### config.mk
export PLATFORM = sky130hd
export DESIGN_NAME = tnn_sample_sequencer
export DESIGN_NICKNAME = d
export VERILOG_FILES = /design/src/rtl/tnn_sample_sequencer_pkg.sv /design/src/rtl/tnn_sample_sequencer_sat_counter.sv /design/src/rtl/tnn_sample_sequencer.sv
export SDC_FILE = /design/constraint.sdc
export NUM_CORES = 1
export LEC_CHECK = 0
export CORE_MARGIN = 8
export CORE_UTILIZATION = 45
export DETAILED_ROUTE_END_ITERATION = 12
export PLACE_DENSITY_LB_ADDON = 0.15
export SLEW_MARGIN = 0
export SYNTH_ARGS = -nofsm -noshare
export SYNTH_HDL_FRONTEND = slang
export SYNTH_SLANG_ARGS = --single-unit
### constraint.sdc
create_clock -name clk -period 3.75 [get_ports clk]
set_input_delay 0.375 -clock clk [delete_from_list [all_inputs] [get_ports clk]]
set_output_delay 0.375 -clock clk [all_outputs]
set_load 0.02 [all_outputs]
### src/rtl/tnn_sample_sequencer_pkg.sv
`default_nettype none
// ============================================================================
// Module   : tnn_seq_pkg
// Brief    : Shared types and default constants for the sample sequencer.
// Revision : 1.0 - initial release
// ============================================================================
package tnn_seq_pkg;

    // Default geometry of the 2-bit-feature classifier front-end
    localparam int N_FEAT = 9;
    localparam int FEAT_W = 2;
    localparam int ACC_W  = 16;
    localparam int IDX_W  = $clog2(N_FEAT);

    // Sequencer control states
    typedef enum logic [1:0] {
        COLLECT = 2'd0,
        DRAIN   = 2'd1,
        EVAL    = 2'd2,
        OUT     = 2'd3
    } seq_state_t;

endpackage
`default_nettype wire

### src/rtl/tnn_sample_sequencer_sat_counter.sv
`default_nettype none
// ============================================================================
// Module   : tnn_sat_counter
// Brief    : Saturating up-counter with synchronous clear (clear has priority).
// Revision : 1.0 - initial release
// ============================================================================
module tnn_sat_counter #(
    parameter int WIDTH = 16
) (
    input  logic             clk,
    input  logic             rst_n,
    input  logic             inc,
    input  logic             clr,
    output logic [WIDTH-1:0] count
);

    logic [WIDTH-1:0] count_q;

    // Count up until all-ones, then hold; a clear overrides any increment
    always_ff @(posedge clk or negedge rst_n) begin
        if (!rst_n) begin
            count_q <= '0;
        end else if (clr) begin
            count_q <= '0;
        end else if (inc && (count_q != {WIDTH{1'b1}})) begin
            count_q <= count_q + {{(WIDTH-1){1'b0}}, 1'b1};
        end
    end

    assign count = count_q;

endmodule
`default_nettype wire

### src/rtl/tnn_sample_sequencer.sv
`default_nettype none
// ============================================================================
// Module   : tnn_sample_sequencer
// Brief    : Assembles 2-bit feature beats into a sample, drives the external
//            classifier, captures its decision and returns it as a result
//            stream while keeping saturating sample/positive statistics.
// Revision : 1.0 - initial release
// ============================================================================
module tnn_sample_sequencer
    import tnn_seq_pkg::*;
#(
    parameter int N_FEAT = tnn_seq_pkg::N_FEAT,
    parameter int FEAT_W = tnn_seq_pkg::FEAT_W,
    parameter int ACC_W  = tnn_seq_pkg::ACC_W
) (
    input  logic                     clk,
    input  logic                     rst_n,
    input  logic                     s_valid,
    output logic                     s_ready,
    input  logic [FEAT_W-1:0]        s_data,
    input  logic                     s_last,
    output logic [N_FEAT*FEAT_W-1:0] feat_bus,
    input  logic                     cls_in,
    output logic                     m_valid,
    input  logic                     m_ready,
    output logic                     m_class,
    output logic                     err_len,
    input  logic                     clr_stats,
    output logic [ACC_W-1:0]         sample_count,
    output logic [ACC_W-1:0]         pos_count
);

    localparam int IW = (N_FEAT > 1) ? $clog2(N_FEAT) : 1;
    localparam logic [IW-1:0] IDX_LAST = IW'(N_FEAT - 1);

    seq_state_t                state_q, state_d;
    logic [IW-1:0]             idx_q, idx_d;
    logic [N_FEAT*FEAT_W-1:0]  feat_q, feat_d;
    logic                      class_q, class_d;
    logic                      err_q, err_d;
    logic                      eval_w;

    // Handshake outputs depend on registered state only
    assign s_ready  = (state_q == COLLECT) || (state_q == DRAIN);
    assign m_valid  = (state_q == OUT);
    assign m_class  = class_q;
    assign err_len  = err_q;
    assign feat_bus = feat_q;
    assign eval_w   = (state_q == EVAL);

    // State, slot index, feature bus, decision and error pulse registers
    always_ff @(posedge clk or negedge rst_n) begin
        if (!rst_n) begin
            state_q <= COLLECT;
            idx_q   <= '0;
            feat_q  <= '0;
            class_q <= 1'b0;
            err_q   <= 1'b0;
        end else begin
            state_q <= state_d;
            idx_q   <= idx_d;
            feat_q  <= feat_d;
            class_q <= class_d;
            err_q   <= err_d;
        end
    end

    // Next-state logic: sample assembly, length checking and result handshake
    always_comb begin
        state_d = state_q;
        idx_d   = idx_q;
        feat_d  = feat_q;
        class_d = class_q;
        err_d   = 1'b0;
        case (state_q)
            COLLECT: begin
                if (s_valid) begin
                    feat_d[int'(idx_q)*FEAT_W +: FEAT_W] = s_data;
                    if (idx_q == IDX_LAST) begin
                        idx_d = '0;
                        if (s_last) begin
                            state_d = EVAL;
                        end else begin
                            // Too long: flag now, swallow the rest of the sample
                            err_d   = 1'b1;
                            state_d = DRAIN;
                        end
                    end else if (s_last) begin
                        // Too short: flag and restart at slot 0
                        err_d = 1'b1;
                        idx_d = '0;
                    end else begin
                        idx_d = idx_q + IW'(1);
                    end
                end
            end
            DRAIN: begin
                if (s_valid && s_last) begin
                    idx_d   = '0;
                    state_d = COLLECT;
                end
            end
            EVAL: begin
                class_d = cls_in;
                state_d = OUT;
            end
            OUT: begin
                if (m_ready) begin
                    idx_d   = '0;
                    state_d = COLLECT;
                end
            end
            default: begin
                state_d = COLLECT;
                idx_d   = '0;
            end
        endcase
    end

    tnn_sat_counter #(.WIDTH(ACC_W)) u_sample_cnt (
        .clk   (clk),
        .rst_n (rst_n),
        .inc   (eval_w),
        .clr   (clr_stats),
        .count (sample_count)
    );

    tnn_sat_counter #(.WIDTH(ACC_W)) u_pos_cnt (
        .clk   (clk),
        .rst_n (rst_n),
        .inc   (eval_w & cls_in),
        .clr   (clr_stats),
        .count (pos_count)
    );

endmodule
`default_nettype wire

==> out/results.ini <==
[status]
status=finished, final reports clean

[global_route]
antenna_found_initial=0
grt_pass1_vias=2749
grt_first_pass_wirelength_um=13400
gr-usage-all-layers=0.161
grt_max_degree=50
overflow=0

[clock_tree]
clk_pin_slew_ns=0.06
clock-sinks=58
cts_max_level=3
ctsHoldBuffers=0
postCtsSetupBuffers=0
ctsResizeCount=0
cts_tree=done
clkLatencyLatePin_ns=0.34
clk_path_buf_depth=2
root_buffer=clkbuf_8
cts_buffers=9

[sta]
setup_viol=0
hold_violations=0
fin_crit_ns=2.57
finClkSkew_ns=0.00923
timing.slew.headroom=0.430
drv_slew=0
fmax_ghz=0.389
finalCritPeriodShare=0.685
tightest_slew_ns=0.855
fin_setup_tns_ns=0
grt_setup_unrepaired=no

[logic_synthesis]
post-synth-top-area-fraction=0.436
synth_edf_count=0
synthFlopType=dfrtp_1
synth_most_common_cell=dfrtp_1
async_reset_ff_frac=1.00
synth_common_cells=dfrtp_1, nor2_1, mux2_2
yosys_warnings=0
syn-num-nets=363
synth_area_leaders=dfrtp_1, mux2_2, nor2_1, a21oi_1, nor2b_1
syn_inst=346
synth_area_um2=3330
avgSynthCellArea_um2=9.62
yosysTopAreaCell=dfrtp_1
yosysUniqueCellTypes=49
yosysSeqAreaShare=0.436
ys_ff_latch=58

[critical_path]
cp_data_arrival_time_ns=2.79
reg2reg_from=idx_q[0]
end_kind=flip-flop
r2r_cells=6
crit_family=flip-flops
worst-setup-path-type=flip-flop to flip-flop
cp_slowest_cell=dfrtp_1
reg2reg_slack_ns=1.18
cp_num_buf_inv=1
rr_endpoint=feat_bus[17]
worstSetupStartpointType=flip-flop
crit_chain=inv_1 > ha_1 > nand2b_1 > a2111oi_0 > and2_1 > mux2_2
critPathMaxFanout=15
cp.required_ns=3.97
critPathMaxStageDelay_ns=0.62

[min_path]
hold_path_class=primary input to async pin

[routing]
dr.pass1.iters=4
wl_per_cell_um=15.5
drt-vias-per-instance=5.51
drt_iter0_drc=92
num_vias=2815
antenna_left=0
drc_errors=0
routed_wl_um=7910

[die]
die_w_um=102
die_h_um=102
ioPinCount=63
core_region_area_um2=7210
initial_core_util=0.461
rows=31
die_area_um2=10400

[cells_and_area]
area_growth_pct=25.8
layout-drive-gt1-share=0.126
finish.utilization=0.580
diodes=0
nets=424

[job]
maxCapViolCount=0

[power]
peakVddDrop_mv=0.236
p_leak_uw=0.00179
power_density_nw_per_um2=451

[place]
io_buffers=62
hpwl_um=5660
gp_congestion=0.896

## power by group
part / leakage [uW] / internal [uW] / switching [uW]
logic: 0.000901 / 270 / 341
clock network: 0.0000872 / 255 / 239
registers: 0.000799 / 692 / 91.9
total: 0.00179 / 1220 / 672
## cells by family after synthesis
logic type | Yosys count | synth area share
buffers and inverters | 28 | 0.0350
AOI/OAI and AO/OA | 56 | 0.109
and+or+nand+nor | 157 | 0.262
muxes | 36 | 0.120
DFF | 58 | 0.436
xor gates and xnor gates | 3 | 0.00789
adders and majority gates | 8 | 0.0301
## layout by cell type (no fill, tap or decap), types with 2 or more instances in the layout
| cell type | netlist | final |
|---|---|---|
| o31ai_1 | 6 | 6 |
| a211oi_1 | 5 | 5 |
| nor2b_1 | 19 | 19 |
| clkinv_2 | 0 | 3 |
| clkbuf_1 | 8 | 3 |
| a31oi_1 | 3 | 3 |
| o21bai_1 | 2 | 2 |
| ha_1 | 8 | 8 |
| mux2i_1 | 4 | 4 |
| dfrtp_1 | 58 | 58 |
| and2_1 | 2 | 2 |
| and3_1 | 6 | 6 |
| and4_1 | 3 | 3 |
| nor2_1 | 35 | 35 |
| buf_4 | 1 | 3 |
| a21oi_1 | 25 | 25 |
| a22o_1 | 2 | 2 |
| mux2_2 | 32 | 32 |
| clkbuf_8 | 0 | 10 |
| nand3_1 | 14 | 14 |
| xor2_1 | 2 | 2 |
| or4_1 | 4 | 4 |
| nand4_1 | 8 | 8 |
| nor3_1 | 10 | 10 |
| nor4b_1 | 4 | 4 |
| inv_1 | 13 | 13 |
| clkdlybuf4s50_1 | 0 | 61 |
| o21ai_0 | 2 | 2 |
| nand2_1 | 24 | 24 |
| or3_1 | 4 | 4 |
| nor4_1 | 2 | 2 |
| nor3b_1 | 2 | 2 |
| a311oi_1 | 3 | 3 |
| nand2b_1 | 9 | 9 |
| and3b_1 | 4 | 4 |
## state kept, by name (all words and copies together), names as in the netlist
signal              flops
err_len                 1
feat_bus               18
idx_q                   4
m_class                 1
state_q                 2
u_pos_cnt.count        16
u_sample_cnt.count     16
## worst register-to-register path, delay by kind of cell (launching register included)
kind / cells / cell delay (ns)
flops: 1 / 0.62
compound gates: 1 / 0.58
simple gates: 2 / 0.42
mux: 1 / 0.34
fa+ha+maj: 1 / 0.33
buf+inv: 1 / 0.16
## stage by stage
step	worst slack (ns)	instances	hold WS, ns	instance area (um^2)	power, uW
after floorplan	1.39	346	0.0794	3330	1190
after global placement	1.31	495	0.491	4020	1390
after detailed placement	1.21	495	0.493	4020	1400
after CTS	1.19	511	0.179	4190	1910
after global routing	0.994	511	0.222	4190	2010
final	1.18	511	0.152	4190	1890
## layer usage
layer / vias to the layer above / GRT usage / part of all wire
met2: 75 / 0.248 / 0.45
met1: 1361 / 0.203 / 0.46
li1: 1368 / - / -
met3: 11 / 0.0429 / 0.069
met4: 0 / 0.0835 / 0.017
met5: - / 0 / 0
## how the worst max path moves through the flow
stage,to,slack (ns),startpoint,cells after the start
floorplan,feat_bus[16],1.39,idx_q[0],8
global placement,feat_bus[17],1.31,idx_q[0],6
detailed placement,feat_bus[17],1.21,idx_q[0],6
CTS,feat_bus[16],1.19,idx_q[0],6
global route,feat_bus[17],0.99,idx_q[0],6
finish,feat_bus[17],1.18,idx_q[0],6
## cell type report
cell class              count  area (um^2)
clock buffers              13          149
clock inverters             3         15.0
fillers                   677         3030
inverters                  13         48.8
multi-input cells         260         1760
flip-flops and latches     58         1450
well taps                  99          124
repair buffers             65          638
Power figures use the tool's default switching activity.
==> RTL change, RTL diff (config.mk and constraints unchanged) <==
The 4 states of `seq_state_t` get a one-hot encoding in 4 bits.
--- a/src/rtl/tnn_sample_sequencer_pkg.sv
+++ b/src/rtl/tnn_sample_sequencer_pkg.sv
@@ -13,11 +13,11 @@
     localparam int IDX_W  = $clog2(N_FEAT);
 
     // Sequencer control states
-    typedef enum logic [1:0] {
-        COLLECT = 2'd0,
-        DRAIN   = 2'd1,
-        EVAL    = 2'd2,
-        OUT     = 2'd3
+    typedef enum logic [3:0] {
+        COLLECT = 4'b0001,
+        DRAIN   = 4'b0010,
+        EVAL    = 4'b0100,
+        OUT     = 4'b1000
     } seq_state_t;
 
 endpackage
Check against the original RTL: no difference found for any inputs over 4 cycles, from zero or initial values and one cycle with rst_n low; so few cycles prove little.
==> RTL change against the unedited design <==
Combinational power down 39%; wire length decreased by 7.3%; sequential cell count grew 2; worst hold slack better by 0.049 ns; synthesized cell count is 9.8% lower; register-to-register slack better by 0.19 ns; sequential power is 7.5% lower; total power down 7.2%; die area is 4.5% lower; clock power grew 33%; largest power group unchanged; area after synthesis fell by 5.4%; critical path type is now reg2out; setup slack improved by 0.041 ns; design area decreased by 2.3%; via count decreased by 8.4%.
==> RTL change: results (changes against the unedited design) <==
[outcome]
outcome=finished clean  ; unchanged

[cts]
postCtsSetupBuffers=0  ; unchanged
clockBufferDepth=2  ; unchanged

[final_layout]
final_nets=393  ; was 424
drive_gt1_share_pct=11.5  ; was 12.6%
fill_cells=577  ; was 677

[drt]
vias_per_cell=5.38  ; was 5.51
drt_first_iter_violations=133  ; was 92
drtPass1Iterations=4  ; unchanged
routed_wl_um=7330  ; was 7910 um

[timing]
tightestPinTransition_ns=1.25  ; was 0.855 ns
skew_ns=0.0116  ; was 0.00923 ns

[yosys]
synthTopCellsByArea=dfrtp_1, xnor2_1, mux2_2, nor2_1, nand2_1  ; was dfrtp_1, mux2_2, nor2_1, a21oi_1, nor2b_1
ys_top_cells_by_count=dfrtp_1, nor2_1, nand2_1  ; was dfrtp_1, nor2_1, mux2_2
yosysUniqueCellTypes=44  ; was 49
yosysWarnings=0  ; unchanged
ys_seq_area_share_pct=47.7  ; was 43.6%
syn_nets=326  ; was 363

[placed_design]
dp_hpwl_um=5300  ; was 5660 um
place.gp.congestion=0.951  ; was 0.896

[critical_path]
crit_arrival_ns=2.15  ; was 2.79 ns
startpoint=state_q[1]$_DFFE_PN0P_  ; was idx_q[0]$_DFFE_PN0P_
path_max_fanout=8  ; was 15

[global_route]
grt_max_degree=43  ; was 50
grt_pass1_wl_um=12600  ; was 13400 um
grt_pass1_vias=2532  ; was 2749
grt.total_usage_pct=15.5  ; was 16.1%

[pwr]
peakVddDrop_v=0.000313  ; was 0.000236 V
leakagePower_nw=1.60  ; was 1.79 nW

==> RTL change: cell count changes in the layout (fill, tap and decap cells not counted), sizes merged, moves of 5 or more <==
cell / before / now
mux2: 32 / 16
xnor2: 1 / 26
inv: 13 / 8
nor2b: 19 / 0
nor4: 3 / 10
o21ai: 2 / 11
and2: 2 / 8
nor3b: 2 / 7
nand2b: 9 / 2
a21oi: 25 / 7
==> RTL change: routing by layer <==
metal	track usage (%)	vias to the layer above	routed length, um
met2	23.0	58	3340
met5	0	-	0
met3	4.05	8	367
met4	4.89	0	71
met1	21.5	1252	3550
li1	-	1261	-
==> RTL change: cell families (layout without fill, tap and decap cells) <==
kind of cell / after synthesis / count (layout) / synth area share, %
AO/OA/AOI/OAI: 34 / 34 / 6.99
adder cells (fa/ha/maj): 5 / 5 / 1.99
flip-flops: 60 / 60 / 47.7
AND/OR/NAND/NOR: 154 / 154 / 28.0
buffers and inverters: 15 / 86 / 1.83
XOR/XNOR: 28 / 28 / 7.78
multiplexers: 16 / 16 / 5.72
==> RTL change: cell type report <==
| class | instances | area (um2) | area share [%] |
|---|---|---|---|
| clock buffer | 11 | 151 | 3.70 |
| clock inverter | 4 | 72.6 | 1.77 |
| inverter | 8 | 30.0 | 0.734 |
| multi-input combinational | 237 | 1590 | 38.9 |
| sequential | 60 | 1500 | 36.7 |
| tap | 96 | 120 | 2.94 |
| timing repair buffer | 63 | 623 | 15.2 |
==> RTL change: stage by stage <==
| step | worst slack (ns) | util (%) | instances | cell area (um2) |
|---|---|---|---|---|
| 5_1_grt | 1.12 | 60.2 | 479 | 4090 |
| 2_1_floorplan | 1.69 | - | 312 | 3150 |
| 3_3_place_gp | 1.42 | 56.9 | 464 | 3870 |
| 6_report | 1.22 | 60.2 | 479 | 4090 |
| 4_1_cts | 1.16 | 60.2 | 479 | 4090 |
| 3_5_place_dp | 1.38 | 56.9 | 464 | 3870 |
==> RTL change: worst paths after layout <==
path / to / slack [ns] / cells past startpoint
max: m_valid / 1.22 / 2
min: idx_q[1]$_DFFE_PN0P_ / 0.20 / 1
max reg2reg: feat_bus[14]$_DFFE_PN0P_ / 1.37 / 7
min reg2reg: m_class$_DFFE_PN0P_ / 0.49 / 2
max in group asynchronous: feat_bus[0]$_DFFE_PN0P_ / 2.74 / 2
min in group clk: m_class$_DFFE_PN0P_ / 0.49 / 2
==> RTL change: power by group <==
| part | total, mW | internal [mW] | switching (mW) |
|---|---|---|---|
| Clock | 0.656 | 0.406 | 0.250 |
| Combinational | 0.372 | 0.151 | 0.221 |
| Sequential | 0.725 | 0.681 | 0.0439 |
==> RTL change: worst max-delay path, stage by stage, from the launching register on <==
cell	delay (ns)
dfrtp_1	0.50
nor4b_1	0.60
clkdlybuf4s50_1	0.73
